**config.mk**
```make
export PLATFORM = sky130hd
export DESIGN_NAME = pipe_skid_reg
export DESIGN_NICKNAME = d
export VERILOG_FILES = /design/src/rtl/pipe_pkg.sv /design/src/rtl/en_reg.sv /design/src/rtl/pipe_skid_reg.sv
export SDC_FILE = /design/constraint.sdc
export NUM_CORES = 1
export LEC_CHECK = 0
export CAP_MARGIN = 10
export CORE_MARGIN = 2
export CORE_UTILIZATION = 53
export CTS_BUF_LIST = sky130_fd_sc_hd__clkbuf_4
export DETAILED_ROUTE_END_ITERATION = 8
export PLACE_DENSITY = 0.79
export SETUP_SLACK_MARGIN = 0.3
export SYNTH_ARGS = -nofsm -noshare
export SYNTH_HDL_FRONTEND = slang
export SYNTH_SLANG_ARGS = --single-unit
```
**constraint.sdc**
```tcl
create_clock -name i_clk -period 2.7 [get_ports i_clk]
set_clock_uncertainty 0.05 [all_clocks]
set_input_delay 0.54 -clock i_clk [delete_from_list [all_inputs] [get_ports i_clk]]
set_output_delay 0.54 -clock i_clk [all_outputs]
set_load 0.03 [all_outputs]
```
**src/rtl/pipe_pkg.sv**
```systemverilog
// -----------------------------------------------------------------------------
// pipe_pkg
// Shared types and constants for the pipeline skid register.
//   skid_state_e : occupancy state of the two-entry skid stage
//   SKID_DEPTH   : number of payload slots held by the stage
//   skid_count() : maps an occupancy state onto the held-entry count
// -----------------------------------------------------------------------------
package pipe_pkg;

    typedef enum logic [1:0] {
        EMPTY = 2'd0,
        ONE   = 2'd1,
        FULL  = 2'd2
    } skid_state_e;

    localparam logic [1:0] SKID_DEPTH = 2'd2;

    // The state encoding is chosen so the count is simply the encoding, but
    // keep the mapping explicit so a re-encoding cannot silently break o_count.
    function automatic logic [1:0] skid_count(input skid_state_e st);
        logic [1:0] cnt;
        cnt = 2'd0;
        case (st)
            EMPTY:   cnt = 2'd0;
            ONE:     cnt = 2'd1;
            FULL:    cnt = SKID_DEPTH;
            default: cnt = 2'd0;
        endcase
        return cnt;
    endfunction

endpackage

```
**src/rtl/en_reg.sv**
```systemverilog
// -----------------------------------------------------------------------------
// en_reg
// WIDTH-bit storage register with write enable and synchronous clear.
//   i_clk  : rising-edge clock
//   i_rst  : asynchronous active-high reset, loads RESET_VALUE
//   i_clr  : synchronous clear to RESET_VALUE (wins over i_en)
//   i_en   : write enable, loads i_d
//   i_d    : data in
//   o_q    : registered data out
// -----------------------------------------------------------------------------
module en_reg #(
    parameter int               WIDTH       = 32,
    parameter logic [WIDTH-1:0] RESET_VALUE = '0
) (
    input  logic             i_clk,
    input  logic             i_rst,
    input  logic             i_clr,
    input  logic             i_en,
    input  logic [WIDTH-1:0] i_d,
    output logic [WIDTH-1:0] o_q
);

    logic [WIDTH-1:0] data_q;
    logic [WIDTH-1:0] data_d;

    always_comb begin
        data_d = data_q;
        if (i_clr) begin
            data_d = RESET_VALUE;
        end else if (i_en) begin
            data_d = i_d;
        end
    end

    always_ff @(posedge i_clk or posedge i_rst) begin
        if (i_rst) begin
            data_q <= RESET_VALUE;
        end else begin
            data_q <= data_d;
        end
    end

    assign o_q = data_q;

endmodule

```
**src/rtl/pipe_skid_reg.sv**
```systemverilog
// -----------------------------------------------------------------------------
// pipe_skid_reg
// Pipeline stage register with valid/ready handshake and a two-entry skid
// buffer. Every output comes straight from a flop, so o_ready has no
// combinational dependence on i_ready and stages can be chained freely.
//   i_clk   : rising-edge clock
//   i_rst   : asynchronous active-high reset
//   i_flush : synchronous flush, discards all held entries
//   i_valid : upstream presents i_data
//   i_data  : upstream payload
//   o_ready : stage can accept a payload this cycle
//   o_valid : stage presents o_data downstream
//   o_data  : downstream payload (head of the two-entry FIFO)
//   i_ready : downstream accepts o_data this cycle
//   o_count : number of held entries, 0..2
// -----------------------------------------------------------------------------
module pipe_skid_reg
    import pipe_pkg::*;
#(
    parameter int               WIDTH       = 32,
    parameter logic [WIDTH-1:0] RESET_VALUE = '0
) (
    input  logic             i_clk,
    input  logic             i_rst,
    input  logic             i_flush,
    input  logic             i_valid,
    input  logic [WIDTH-1:0] i_data,
    output logic             o_ready,
    output logic             o_valid,
    output logic [WIDTH-1:0] o_data,
    input  logic             i_ready,
    output logic [1:0]       o_count
);

    skid_state_e      state_q;
    skid_state_e      state_d;
    logic             valid_q;
    logic             valid_d;
    logic             ready_q;
    logic             ready_d;
    logic [1:0]       count_q;
    logic [1:0]       count_d;

    logic [WIDTH-1:0] main_q;
    logic [WIDTH-1:0] main_d;
    logic [WIDTH-1:0] skid_q;
    logic             main_en;
    logic             skid_en;
    logic             main_from_skid;

    logic             in_fire;
    logic             out_fire;

    assign in_fire  = i_valid & ready_q;
    assign out_fire = valid_q & i_ready;

    // Next-state and data steering. main_q always holds the oldest entry;
    // skid_q only ever holds the second entry while FULL.
    always_comb begin
        state_d        = state_q;
        main_en        = 1'b0;
        skid_en        = 1'b0;
        main_from_skid = 1'b0;
        unique case (state_q)
            EMPTY: begin
                if (in_fire) begin
                    state_d = ONE;
                    main_en = 1'b1;
                end
            end
            ONE: begin
                if (in_fire && out_fire) begin
                    main_en = 1'b1;
                end else if (in_fire) begin
                    state_d = FULL;
                    skid_en = 1'b1;
                end else if (out_fire) begin
                    state_d = EMPTY;
                end
            end
            FULL: begin
                // ready_q is low here, so in_fire cannot occur.
                if (out_fire) begin
                    state_d        = ONE;
                    main_en        = 1'b1;
                    main_from_skid = 1'b1;
                end
            end
            default: begin
                state_d = EMPTY;
            end
        endcase
        // Flush drops everything, including a same-cycle incoming payload;
        // a same-cycle out_fire has already been sampled downstream.
        if (i_flush) begin
            state_d = EMPTY;
        end
    end

    assign main_d = main_from_skid ? skid_q : i_data;

    // Outputs are precomputed from the next state so they leave flops.
    always_comb begin
        count_d = skid_count(state_d);
        valid_d = (state_d != EMPTY);
        ready_d = (count_d != SKID_DEPTH);
    end

    always_ff @(posedge i_clk or posedge i_rst) begin
        if (i_rst) begin
            state_q <= EMPTY;
            valid_q <= 1'b0;
            ready_q <= 1'b1;
            count_q <= 2'd0;
        end else begin
            state_q <= state_d;
            valid_q <= valid_d;
            ready_q <= ready_d;
            count_q <= count_d;
        end
    end

    en_reg #(
        .WIDTH       (WIDTH),
        .RESET_VALUE (RESET_VALUE)
    ) u_main_reg (
        .i_clk (i_clk),
        .i_rst (i_rst),
        .i_clr (i_flush),
        .i_en  (main_en),
        .i_d   (main_d),
        .o_q   (main_q)
    );

    en_reg #(
        .WIDTH       (WIDTH),
        .RESET_VALUE (RESET_VALUE)
    ) u_skid_reg (
        .i_clk (i_clk),
        .i_rst (i_rst),
        .i_clr (i_flush),
        .i_en  (skid_en),
        .i_d   (i_data),
        .o_q   (skid_q)
    );

    assign o_valid = valid_q;
    assign o_ready = ready_q;
    assign o_count = count_q;
    assign o_data  = main_q;

endmodule

```
# Word level (Yosys, flattened, before mapping)
# Index checks and enable logic that the tools add are counted.
op_classes:
  n_addsub: 0
  mul: 0
  div: 0
  n_lt_le_gt_ge: 0
  eq_ne: 5
  shift: 0
  muxes: 20
  n_bitwise: 2
  reduce_logical: 5
ops:
  columns: ["op", "n"]
  rows:
  - ["$mux 32", 5]
  - ["$mux 2", 6]
  - ["$mux 1", 6]
  - ["$pmux 2 s3", 1]
  - ["$reduce_bool 2->1", 3]
  - ["$eq 2x1->1 const B", 2]
  - ["$eq 2x2->1 const B", 2]
  - ["$pmux 2 s2", 1]
  - ["$pmux 1 s3", 1]
  - ["$and 1x1->1", 2]
  - ["$logic_not 2->1", 1]
  - ["$ne 2x2->1 const B", 1]
  - ["$logic_and 1x1->1", 1]
totals:
  register_bits: 70
  latchBits: 0
  mem_bits_rw: 0
  romBits: 0
  out_inout_bits: 36
  n_memories: 0

# Depth between registers and ports, before layout
# Gate-level depths: netlist of the first run.
depth:
  word_depth: 9
  ltp_mapped: 6

# Cells and area by module
# From an unflattened synthesis of the first run, not the netlist that was laid out.
hier_totals:
  hier_cells: 268
  hier_area_um2: 3450.8
by_module_without_submodules:
  columns: ["mod", "n_inst", "cells_each", "area_each_um2", "seq_area_each_um2"]
  rows:
  - ["en_reg", 2, 104, 1327.5, 800.8]
  - ["pipe_skid_reg", 1, 60, 795.8, 151.4]

# Least setup slack after synthesis of the first run
# Ideal clock, no wire load.
synth_path:
  path_kind: "register to register"
  startpoint: "reg ready_q, in the netlist o_ready"
  endpoint: "reg u_skid_reg.data_q[0], in the netlist u_skid_reg.o_q[0]"
  setup_ns: 0.079
  t_arrival_ns: 1.533
  t_required_ns: 2.571
  slack_ns: 1.038
  path_stages_with_launch: 7
  path_buffers: 3
  period_less_slack_ns: 1.662
  cell_sequence: "dfstp_2 -> and3b_1 -> buf_6 -> and3_4 -> buf_6 -> buf_6 -> mux2i_1"
synth_via:
  elab_chain_len: 5
  elab_cells_between_ends: 6
  classes_between: "3 x mux; 1 x bitwise; 2 x reduce/logical"
synth_lines:
  columns: ["item", "line", "text"]
  rows:
  - ["start, declared", "pipe_skid_reg.sv:39", "logic ready_q;"]
  - ["start signal, assigned", "pipe_skid_reg.sv:118", "ready_q <= ready_d;"]
  - ["$and 1x1->1 (*)", "pipe_skid_reg.sv:54", "assign in_fire = i_valid & ready_q;"]
  - ["$mux 1 or $logic_and 1x1->1 (tied branches)", "pipe_skid_reg.sv:74, pipe_skid_reg.sv:72", null]
  - ["$mux 1 (*)", "pipe_skid_reg.sv:72", "if (in_fire && out_fire) begin"]
  - ["$mux 1 (*)", "pipe_skid_reg.sv:64", "unique case (state_q)"]
  - ["$reduce_bool 2->1 (no line) (*)", null, null]
  - ["end signal, assigned", "en_reg.sv:39", "data_q <= data_d;"]
  - ["end, declared", "en_reg.sv:23", "logic [WIDTH-1:0] data_q;"]
# Every way passes the cells marked *; elsewhere a longest branch is shown, timed or not.
# A chain may end at the register's enable or synchronous reset.

# Final worst setup path of the first run
layout_path:
  startpoint: "reg ready_q, in the netlist o_ready"
  endpoint: "out o_ready"
layout_lines:
  columns: ["item", "line", "text"]
  rows:
  - ["end, declared", "pipe_skid_reg.sv:28", "output logic o_ready,"]
# No word-level cell between the ends.

==> results of run 1 <==
[stage by stage]
stage,hold WS [ns],power (mW)
2_1_floorplan,0.464,1.55
3_3_place_gp,0.477,1.77
3_5_place_dp,0.485,1.79
4_1_cts,0.348,2.31
5_1_grt,0.350,2.42
6_report,0.358,2.30
[flip-flops by register name, summed over array words and instances, names as in the netlist]
name / cells
u_main_reg.o_q: 32
u_skid_reg.o_q: 32
o_count: 2
state_q: 2
o_ready: 1
o_valid: 1
[power by group through the flow]
stage | Clock (mW) | Sequential [mW] | Combinational (mW)
floorplan | 0 | 1.28 | 0.268
global placement | 0 | 1.19 | 0.585
detailed placement | 0 | 1.19 | 0.599
CTS | 0.543 | 1.17 | 0.600
global route | 0.593 | 1.18 | 0.641
finish | 0.526 | 1.17 | 0.597
[cell usage in the layout (no fill, tap or decap), types with 2 or more instances in the layout]
cell,Yosys,final
clkinv_2,0,2
mux2i_1,32,32
nand3_1,32,32
dfrtp_1,69,69
clkdlybuf4s50_1,0,71
a221oi_1,2,2
nand2b_1,64,64
a311oi_1,32,32
clkbuf_4,0,11
nor4bb_1,2,2
buf_4,0,10
nand2_1,3,3
nor2_1,32,32
o21ai_0,32,32
buf_12,0,3
[kinds of logic after synthesis]
kind of cell    Yosys count  share of synthesized area (%)
mux                      32                           9.04
flops                    70                           49.5
compound gates           72                           14.3
buf+inv                  37                           5.47
simple gates            140                           21.7
[per-layer routing]
layer | routed length, um | share of wire (%) | vias to the layer above
li1 | - | - | 1372
met1 | 3610 | 43 | 1445
met2 | 4190 | 50 | 106
met3 | 545 | 6.5 | 9
met4 | 78 | 0.93 | 0
met5 | 0 | 0 | -
[final cells by class]
class                   count  area share, %
flip-flops and latches     70           39.9
multi-input cells         244           36.3
repair buffers             85           19.4
well taps                  77           2.19
clock buffers              11           1.88
clock inverters             3          0.313
inverters                   1         0.0854
[path summary, 6_finish.rpt]
kind                                         start                  to  slack, ns  depth (start not counted)
worst max-delay path                       o_ready             o_ready       0.48                          1
worst min-delay path                         i_rst  u_main_reg.o_q[20]       0.36                          2
worst max register to register             o_ready  u_skid_reg.o_q[13]       1.01                          4
worst min register to register  u_skid_reg.o_q[20]  u_skid_reg.o_q[20]       0.50                          2
max in group asynchronous                    i_rst   u_skid_reg.o_q[9]       1.67                          3
min in group i_clk                         i_flush  u_main_reg.o_q[20]       0.49                          2
==> impl_metrics.ini, run 1 <==
[timing]
max_slew_margin_pct = 73.9
finalHoldViolCount = 0
maxSlewViolCount = 0
setup_tns_ns = 0
setup-violations-final = 0
timing.final.ws_setup_ns = 0.476
finalCriticalPeriod_ns = 2.22
worstMarginPinSlew_ns = 0.392
period_share_pct = 82.4
max_freq_mhz = 450
grt_setup_unrepaired = false

[worst_setup_path]
cp_slowest_stage_delay_ns = 0.68
crit_path_top_delay_cell = clkdlybuf4s50_1
critical_path.cell_chain = clkdlybuf4s50_1
critical_path_class = flip-flop to output pin
worstPathRequired_ns = 2.11
cp_max_fo = 5
crit_family = buffers and inverters
critPathBufInv = 1
worstPathArrival_ns = 1.63
endpoint_kind = output pin
crit_path_start_kind = flip-flop

[grt]
grt.overflow.total = 0
grt_start_max_net_pins = 58
met2_usage_pct = 38.7
gr-usage-all-layers_pct = 24.2
grt_pass1_vias = 3043
top_usage_layer = met2
antenna_found_initial = 0
globalRouteMet3Util_pct = 4.91
grt.met1_usage_pct = 33.0
grt_pass1_wl_um = 14300

[synthesis]
synth_edf_count = 0
synth_area_mm2 = 0.00354
ys_types = 29
ys.flop_type = dfrtp_1
ys_warn_count = 0
yosysMostFrequentCell = dfrtp_1
synth_commonest_cells = 69 x dfrtp_1, 64 x nand2b_1
synth.largest_area_cell = dfrtp_1
ys_seq_area_share_pct = 49.5
netlist.area_leader.share_pct = 48.7
avgSynthCellArea_um2 = 10.1
yosys-top-cells-area = dfrtp_1 49%, nand2b_1 11%, mux2i_1 9.0%
synth_nets = 388
ys_ff_latch = 70
async_flop_share_pct = 100
syn_inst = 351

[route]
viasPerCell = 5.97
wirelength_um = 8430
drc = 5
wl_per_cell_um = 17.2
firstDrtPassIters = 7
antenna_left = 0
num_vias = 2932
drt_iter0_drc = 240

[final_layout]
diodes = 0
fillCellCount = 507
multi_input_area_mm2 = 0.00160
area_growth_pct = 24.1
drive_gt1_share_pct = 7.49
fin_util_pct = 68.5
final_area_mm2 = 0.00440
seqCellArea_mm2 = 0.00175
finalNonFillerCells = 491
nNetsFinal = 448

[run_status]
violations = DRC
status = finished, violations left

[clocking]
cts_num_sinks = 70
cts-resized-gates = 0
hold_buffers = 0
insertion_delay_ns = 0.38
clockRootBuffer = clkbuf_4
clockBufferDepth = 2
post_cts_buffers = 0
cts_tree = built
cts_buffers = 9
htreeDepth = 3
path_clk_slew_ns = 0.11

[place]
gp_congestion = 0.788
pre_cts_ws_ns = 0.400
dp_hpwl_um = 5520
dpl_cell_area_mm2 = 0.00430
io_buffers = 72
dpl.cell_count = 477

[floorplanning]
die_y_um = 85.8
initial_core_util_pct = 55.2
coreArea_mm2 = 0.00642
io_pins = 73
num_rows = 29
fp.dieW_um = 85.8
dieArea_mm2 = 0.00736

[job]
maxCapViolations = 0

[power]
p_seq_share_pct = 51.1
p_int_mw = 1.58
pwr-share-comb_pct = 26.0
ir_drop_mv = 0.273
p_sw_share_pct = 31.3
pwr-share-clk_pct = 22.9
p_sw_mw = 0.719
total_leakage_power_nw = 1.85
p_per_area_mw_per_mm2 = 522

[min_path]
hold_path_class = input port to asynchronous set/reset pin
Power figures use the tool's default switching activity.
==> run 2, diff against run 1 <==
Clock period 2.7 ns to 2.25 ns, I/O delays scaled along.
==> run 2 against run 1 <==
Net effect:
- the flow still finishes with violations (DRC)
- global-route usage about the same
- first-iteration DRC count decreased by 26%
- count of clock-buffer cells in the layout grew 3
- highest routed layer unchanged
==> impl_metrics.ini, run 2 (synthesis results as in run 1) <==
[grt]
gr-usage-all-layers_pct = 24.3
grt_pass1_wl_um = 14000
grt.overflow.total = 0
grt_pass1_vias = 2892
grt_start_max_net_pins = 65
antenna_found_initial = 0

[power]
ir_drop_mv = 0.332
total_leakage_power_nw = 2.09
p_per_area_mw_per_mm2 = 631

[timing]
max_slew_margin_pct = 59.1
finalCriticalPeriod_ns = 1.90
grt_setup_unrepaired = false
setup_tns_ns = 0
worstMarginPinSlew_ns = 0.614
finalHoldViolCount = 0
setup-violations-final = 0
max_freq_mhz = 526
period_share_pct = 84.4
maxSlewViolCount = 0

[route]
antenna_left = 0
wirelength_um = 8350
wl_met3_um = 414
routed.top_layer = met4
viasPerCell = 5.87
firstDrtPassIters = 6
wl_met2_um = 4100
drc = 5
wirelength_met1_um = 3700
drt_iter0_drc = 178
wl_per_cell_um = 16.9
num_vias = 2894

[floorplanning]
dieArea_mm2 = 0.00736
fp.dieW_um = 85.8
die_y_um = 85.8
io_pins = 73
num_rows = 29
initial_core_util_pct = 55.2
coreArea_mm2 = 0.00642

[final_layout]
nNetsFinal = 448
final_cell_mix = 69 x dfrtp_1, 64 x nand2b_1, 36 x clkdlybuf4s50_1
fillCellCount = 510
drive_gt1_share_pct = 7.93
layout_commonest_cell = dfrtp_1
diodes = 0
finalNonFillerCells = 493
area_growth_pct = 25.8

[run_status]
status = finished, violations left
violations = DRC

[worst_setup_path]
critical_path.cell_chain = clkdlybuf4s50_1
worstPathArrival_ns = 1.40
critical_path_class = flip-flop to output pin
critPathBufInv = 1
crit_path_start_kind = flip-flop
worstPathRequired_ns = 1.75
crit_path_top_delay_cell = clkdlybuf4s50_1
cp_slowest_stage_delay_ns = 0.66
cp_max_fo = 1
crit_family = buffers and inverters
endpoint_kind = output pin

[clocking]
clockBufferDepth = 2
insertion_delay_ns = 0.41
cts_buffers = 9
htreeDepth = 3
cts_tree = built
path_clk_slew_ns = 0.11
cts_num_sinks = 70
post_cts_buffers = 0
clockRootBuffer = clkbuf_4

[place]
io_buffers = 72
dp_hpwl_um = 5340
gp_congestion = 0.778
dpl.cell_count = 477

[min_path]
hold_path_class = input port to asynchronous set/reset pin

[job]
maxCapViolations = 0
==> run 2: changes by cell type in the layout (fill, tap and decap cells not counted), sizes merged <==
cell,change
clkinvlp,+1
clkbuf,+3
clkinv,-1
dlygate4sd2,+29
inv,-1
dlymetal6s2s,+6
clkdlybuf4s50,-35
==> run 2: final timing paths <==
path | start | to | slack (ns) | cells past startpoint
max reg2reg | o_ready | o_ready | 0.63 | 4
max in group asynchronous | i_rst | u_main_reg.o_q[0] | 1.31 | 3
min in group i_clk | u_skid_reg.o_q[18] | u_skid_reg.o_q[18] | 0.50 | 2
max | o_count[1] | o_count[1] | 0.35 | 1
min reg2reg | u_skid_reg.o_q[18] | u_skid_reg.o_q[18] | 0.50 | 2
min | i_rst | o_count[0] | 0.33 | 2
==> run 2: report_power, final <==
part,switching [mW],internal [mW]
combinational,0.405,0.293
clock,0.424,0.286
sequential,0.0567,1.35
total,0.885,1.93
==> run 2: cell type report <==
class,count,area (um^2),area share [%]
Inverter,1,7.51,0.168
Clock inverter,2,8.76,0.196
Multi-Input combinational cell,244,1600,35.8
Sequential cell,70,1750,39.3
Clock buffer,14,105,2.36
Timing Repair Buffer,85,892,20.0
Tap cell,77,96.3,2.16
==> run 2: timing repair <==
item,in CTS,in global routing
hold buffers,0,0
hold endpoints to repair,0,0
resized for setup,29,6
gates cloned,0,0
endpoints found under the setup margin,29,6
==> run 2: per-stage QoR <==
step | cell area, um^2 | total power [mW] | util (%) | setup slack [ns] | hold slack, ns
global route | 4460 | 2.94 | 69.4 | 0.309 | 0.374
finish | 4460 | 2.81 | 69.4 | 0.350 | 0.334
detailed placement | 4370 | 2.17 | 68.0 | 0.162 | 0.485
CTS | 4440 | 2.83 | 69.2 | 0.301 | 0.335
global placement | 4370 | 2.16 | 68.0 | 0.235 | 0.476
floorplan | 3550 | 1.86 | - | 0.588 | 0.464
==> run 2: routing by layer <==
layer  track usage, %  up-vias
met3             3.66       11
met4             9.67        0
met5                0        -
met1             32.7     1419
met2             39.7       91
li1                 -     1373
==> run 3, diff against run 2 <==
Settings changed: CORE_UTILIZATION 53 to 48, PLACE_DENSITY 0.79 to 0.76.
Clock period 2.25 ns to 1.7 ns, I/O delays scaled along.
==> run 3 against run 2 <==
Net effect:
- the run now ends clean
- clock power rose by 120%
- critical path depth grew 4
- routed wire length increased by 22%
- non-clock buffer count increased by 21
- final cell count rose by 8.7%
- die area increased by 9.9%
- combinational power up 76%
- sequential share of layout area decreased by 5.3 points
- sequential power up 33%
- power grew 65%
- setup slack worse by 0.27 ns
- largest power group unchanged
- first-iteration DRC count is 45% higher
- largest cell class is now multi-input combinational cells
==> impl_metrics.ini, run 3 (synthesis results as in run 1) <==
[run_status]
status = finished, final reports clean

[grt]
grt_pass1_wl_um = 16100
grt.overflow.total = 0
gr-usage-all-layers_pct = 24.9
grt_pass1_vias = 3109
antenna_found_initial = 0
grt_start_max_net_pins = 71

[timing]
finalHoldViolCount = 0
maxSlewViolCount = 0
setup-violations-final = 0
max_slew_margin_pct = 64.8
finalCriticalPeriod_ns = 1.62
max_freq_mhz = 616
grt_setup_unrepaired = true
worstMarginPinSlew_ns = 0.527
period_share_pct = 95.5

[worst_setup_path]
critical_path.cell_chain = and3b_2 -> and3_4 -> buf_6 -> buf_12 -> mux2i_4
r2r-end = u_skid_reg.o_q[4]
critical_path_class = flip-flop to flip-flop
worstPathRequired_ns = 1.98
startpoint = o_ready
timing.rr.start = o_ready
cp_num_cells = 5
endpoint_kind = flip-flop
crit_path_top_delay_cell = dfstp_2
cp_max_fo = 8
worstPathArrival_ns = 1.90
cp_slowest_stage_delay_ns = 0.56
critPathBufInv = 2
endpoint = u_skid_reg.o_q[4]
reg2reg_slack_ns = 0.08
crit_family = flip-flops
rr_worst_depth = 5
crit_path_start_kind = flip-flop

[route]
wl_per_cell_um = 19.1
routed.top_layer = met4
drt_iter0_drc = 258
firstDrtPassIters = 5
drc = 0
viasPerCell = 5.89
wirelength_met1_um = 4390
wl_met3_um = 618
antenna_left = 0
num_vias = 3157
wirelength_um = 10200
wl_met2_um = 5030

[power]
pwr-share-comb_pct = 26.5
ir_drop_mv = 0.461
pwr-share-clk_pct = 33.0
p_sw_share_pct = 29.2
p_seq_share_pct = 40.5
p_int_mw = 3.28
total_leakage_power_nw = 2.22
p_sw_mw = 1.35
p_per_area_mw_per_mm2 = 899

[place]
dp_hpwl_um = 5330
dpl_cell_area_mm2 = 0.00445
gp_congestion = 0.779
io_buffers = 72
dpl.cell_count = 503

[floorplanning]
dieArea_mm2 = 0.00809
num_rows = 31
die_y_um = 89.9
initial_core_util_pct = 49.1
coreArea_mm2 = 0.00721
fp.dieW_um = 89.9
io_pins = 73

[final_layout]
seqCellArea_mm2 = 0.00176
fillCellCount = 538
drive_gt1_share_pct = 29.1
final_area_mm2 = 0.00516
final_cell_mix = 67 x dfrtp_1, 64 x nand2b_1, 35 x clkdlybuf4s50_1
finalNonFillerCells = 536
nNetsFinal = 469
multi_input_area_mm2 = 0.00180
diodes = 0
area_growth_pct = 45.6
layout_commonest_cell = dfrtp_1

[clocking]
cts_buffers = 9
cts_tree = built
hold_buffers = 0
cts_num_sinks = 70
clockRootBuffer = clkbuf_4
insertion_delay_ns = 0.41
htreeDepth = 3
path_clk_slew_ns = 0.12
clockBufferDepth = 2

[min_path]
hold_path_class = input port to asynchronous set/reset pin

[job]
maxCapViolations = 0
-- run 3: changes by cell type in the layout (fill, tap and decap cells not counted), moves of 6 or more --
cell / delta
buf_6: +31
dlygate4sd2_1: -29
a311oi_1: -21
a311oi_2: +21
buf_4: +11
nand3_1: -9
nand3_2: +9
o21ai_0: -7
o21ai_1: +7
dlymetal6s2s_1: -6
-- run 3: routing by layer --
metal	track usage (%)	vias to the layer above
met4	7.56	0
met1	35.0	1596
met2	39.8	124
li1	-	1419
met5	0	-
met3	4.19	18
-- run 3: worst min-delay path by stage --
stage / cells after the start / end / slack [ns] / start
detailed placement: 2 / u_skid_reg.o_q[20] / 0.48 / u_skid_reg.o_q[20]
finish: 3 / u_main_reg.o_q[28] / 0.31 / i_rst
global route: 3 / u_main_reg.o_q[28] / 0.36 / i_rst
CTS: 3 / u_main_reg.o_q[28] / 0.34 / i_rst
global placement: 2 / u_skid_reg.o_q[0] / 0.48 / u_skid_reg.o_q[0]
floorplan: 1 / o_count[1] / 0.40 / i_ready
-- run 3: power by group through the flow --
stage               logic [mW]  registers [mW]  clock network (mW)
floorplan                0.425            2.04                   0
global placement         0.982            1.89                   0
detailed placement       0.996            1.90                   0
CTS                       1.09            1.86                1.54
global route              1.30            1.89                1.63
finish                    1.23            1.88                1.53
-- run 3: per-stage QoR --
step | setup TNS (ns) | hold slack (ns) | power, mW | util, % | worst slack (ns)
after floorplan | 0 | 0.397 | 2.46 | - | 0.0383
after global placement | -5.26 | 0.476 | 2.88 | 61.7 | -0.0996
after detailed placement | -8.62 | 0.481 | 2.89 | 61.7 | -0.233
after CTS | 0 | 0.340 | 4.49 | 67.0 | 0.137
after global routing | 0 | 0.358 | 4.82 | 71.5 | 0.0358
final | 0 | 0.315 | 4.64 | 71.5 | 0.0771
-- run 3: repair_timing --
action | CTS | global route
setup endpoints to repair | 105 | 102
cloned | 6 | 0
buffers inserted | 9 | 2
resized for setup | 209 | 108
hold endpoints to repair | 0 | 0
pin swaps | 32 | 6
-- run 3: area by class of cell --
class,instances,area share [%]
clock inverter,6,2.57
clock buffer,10,1.46
sequential,70,34.0
tap,99,2.40
multi-input combinational,244,35.0
inverter,1,0.146
timing repair buffer,106,24.4
-- run 3: worst register-to-register path, stage by stage (launching register included) --
cell and delay (ns):
dfstp_2 0.56, and3b_2 0.20, and3_4 0.24, buf_6 0.11
buf_12 0.14, mux2i_4 0.25
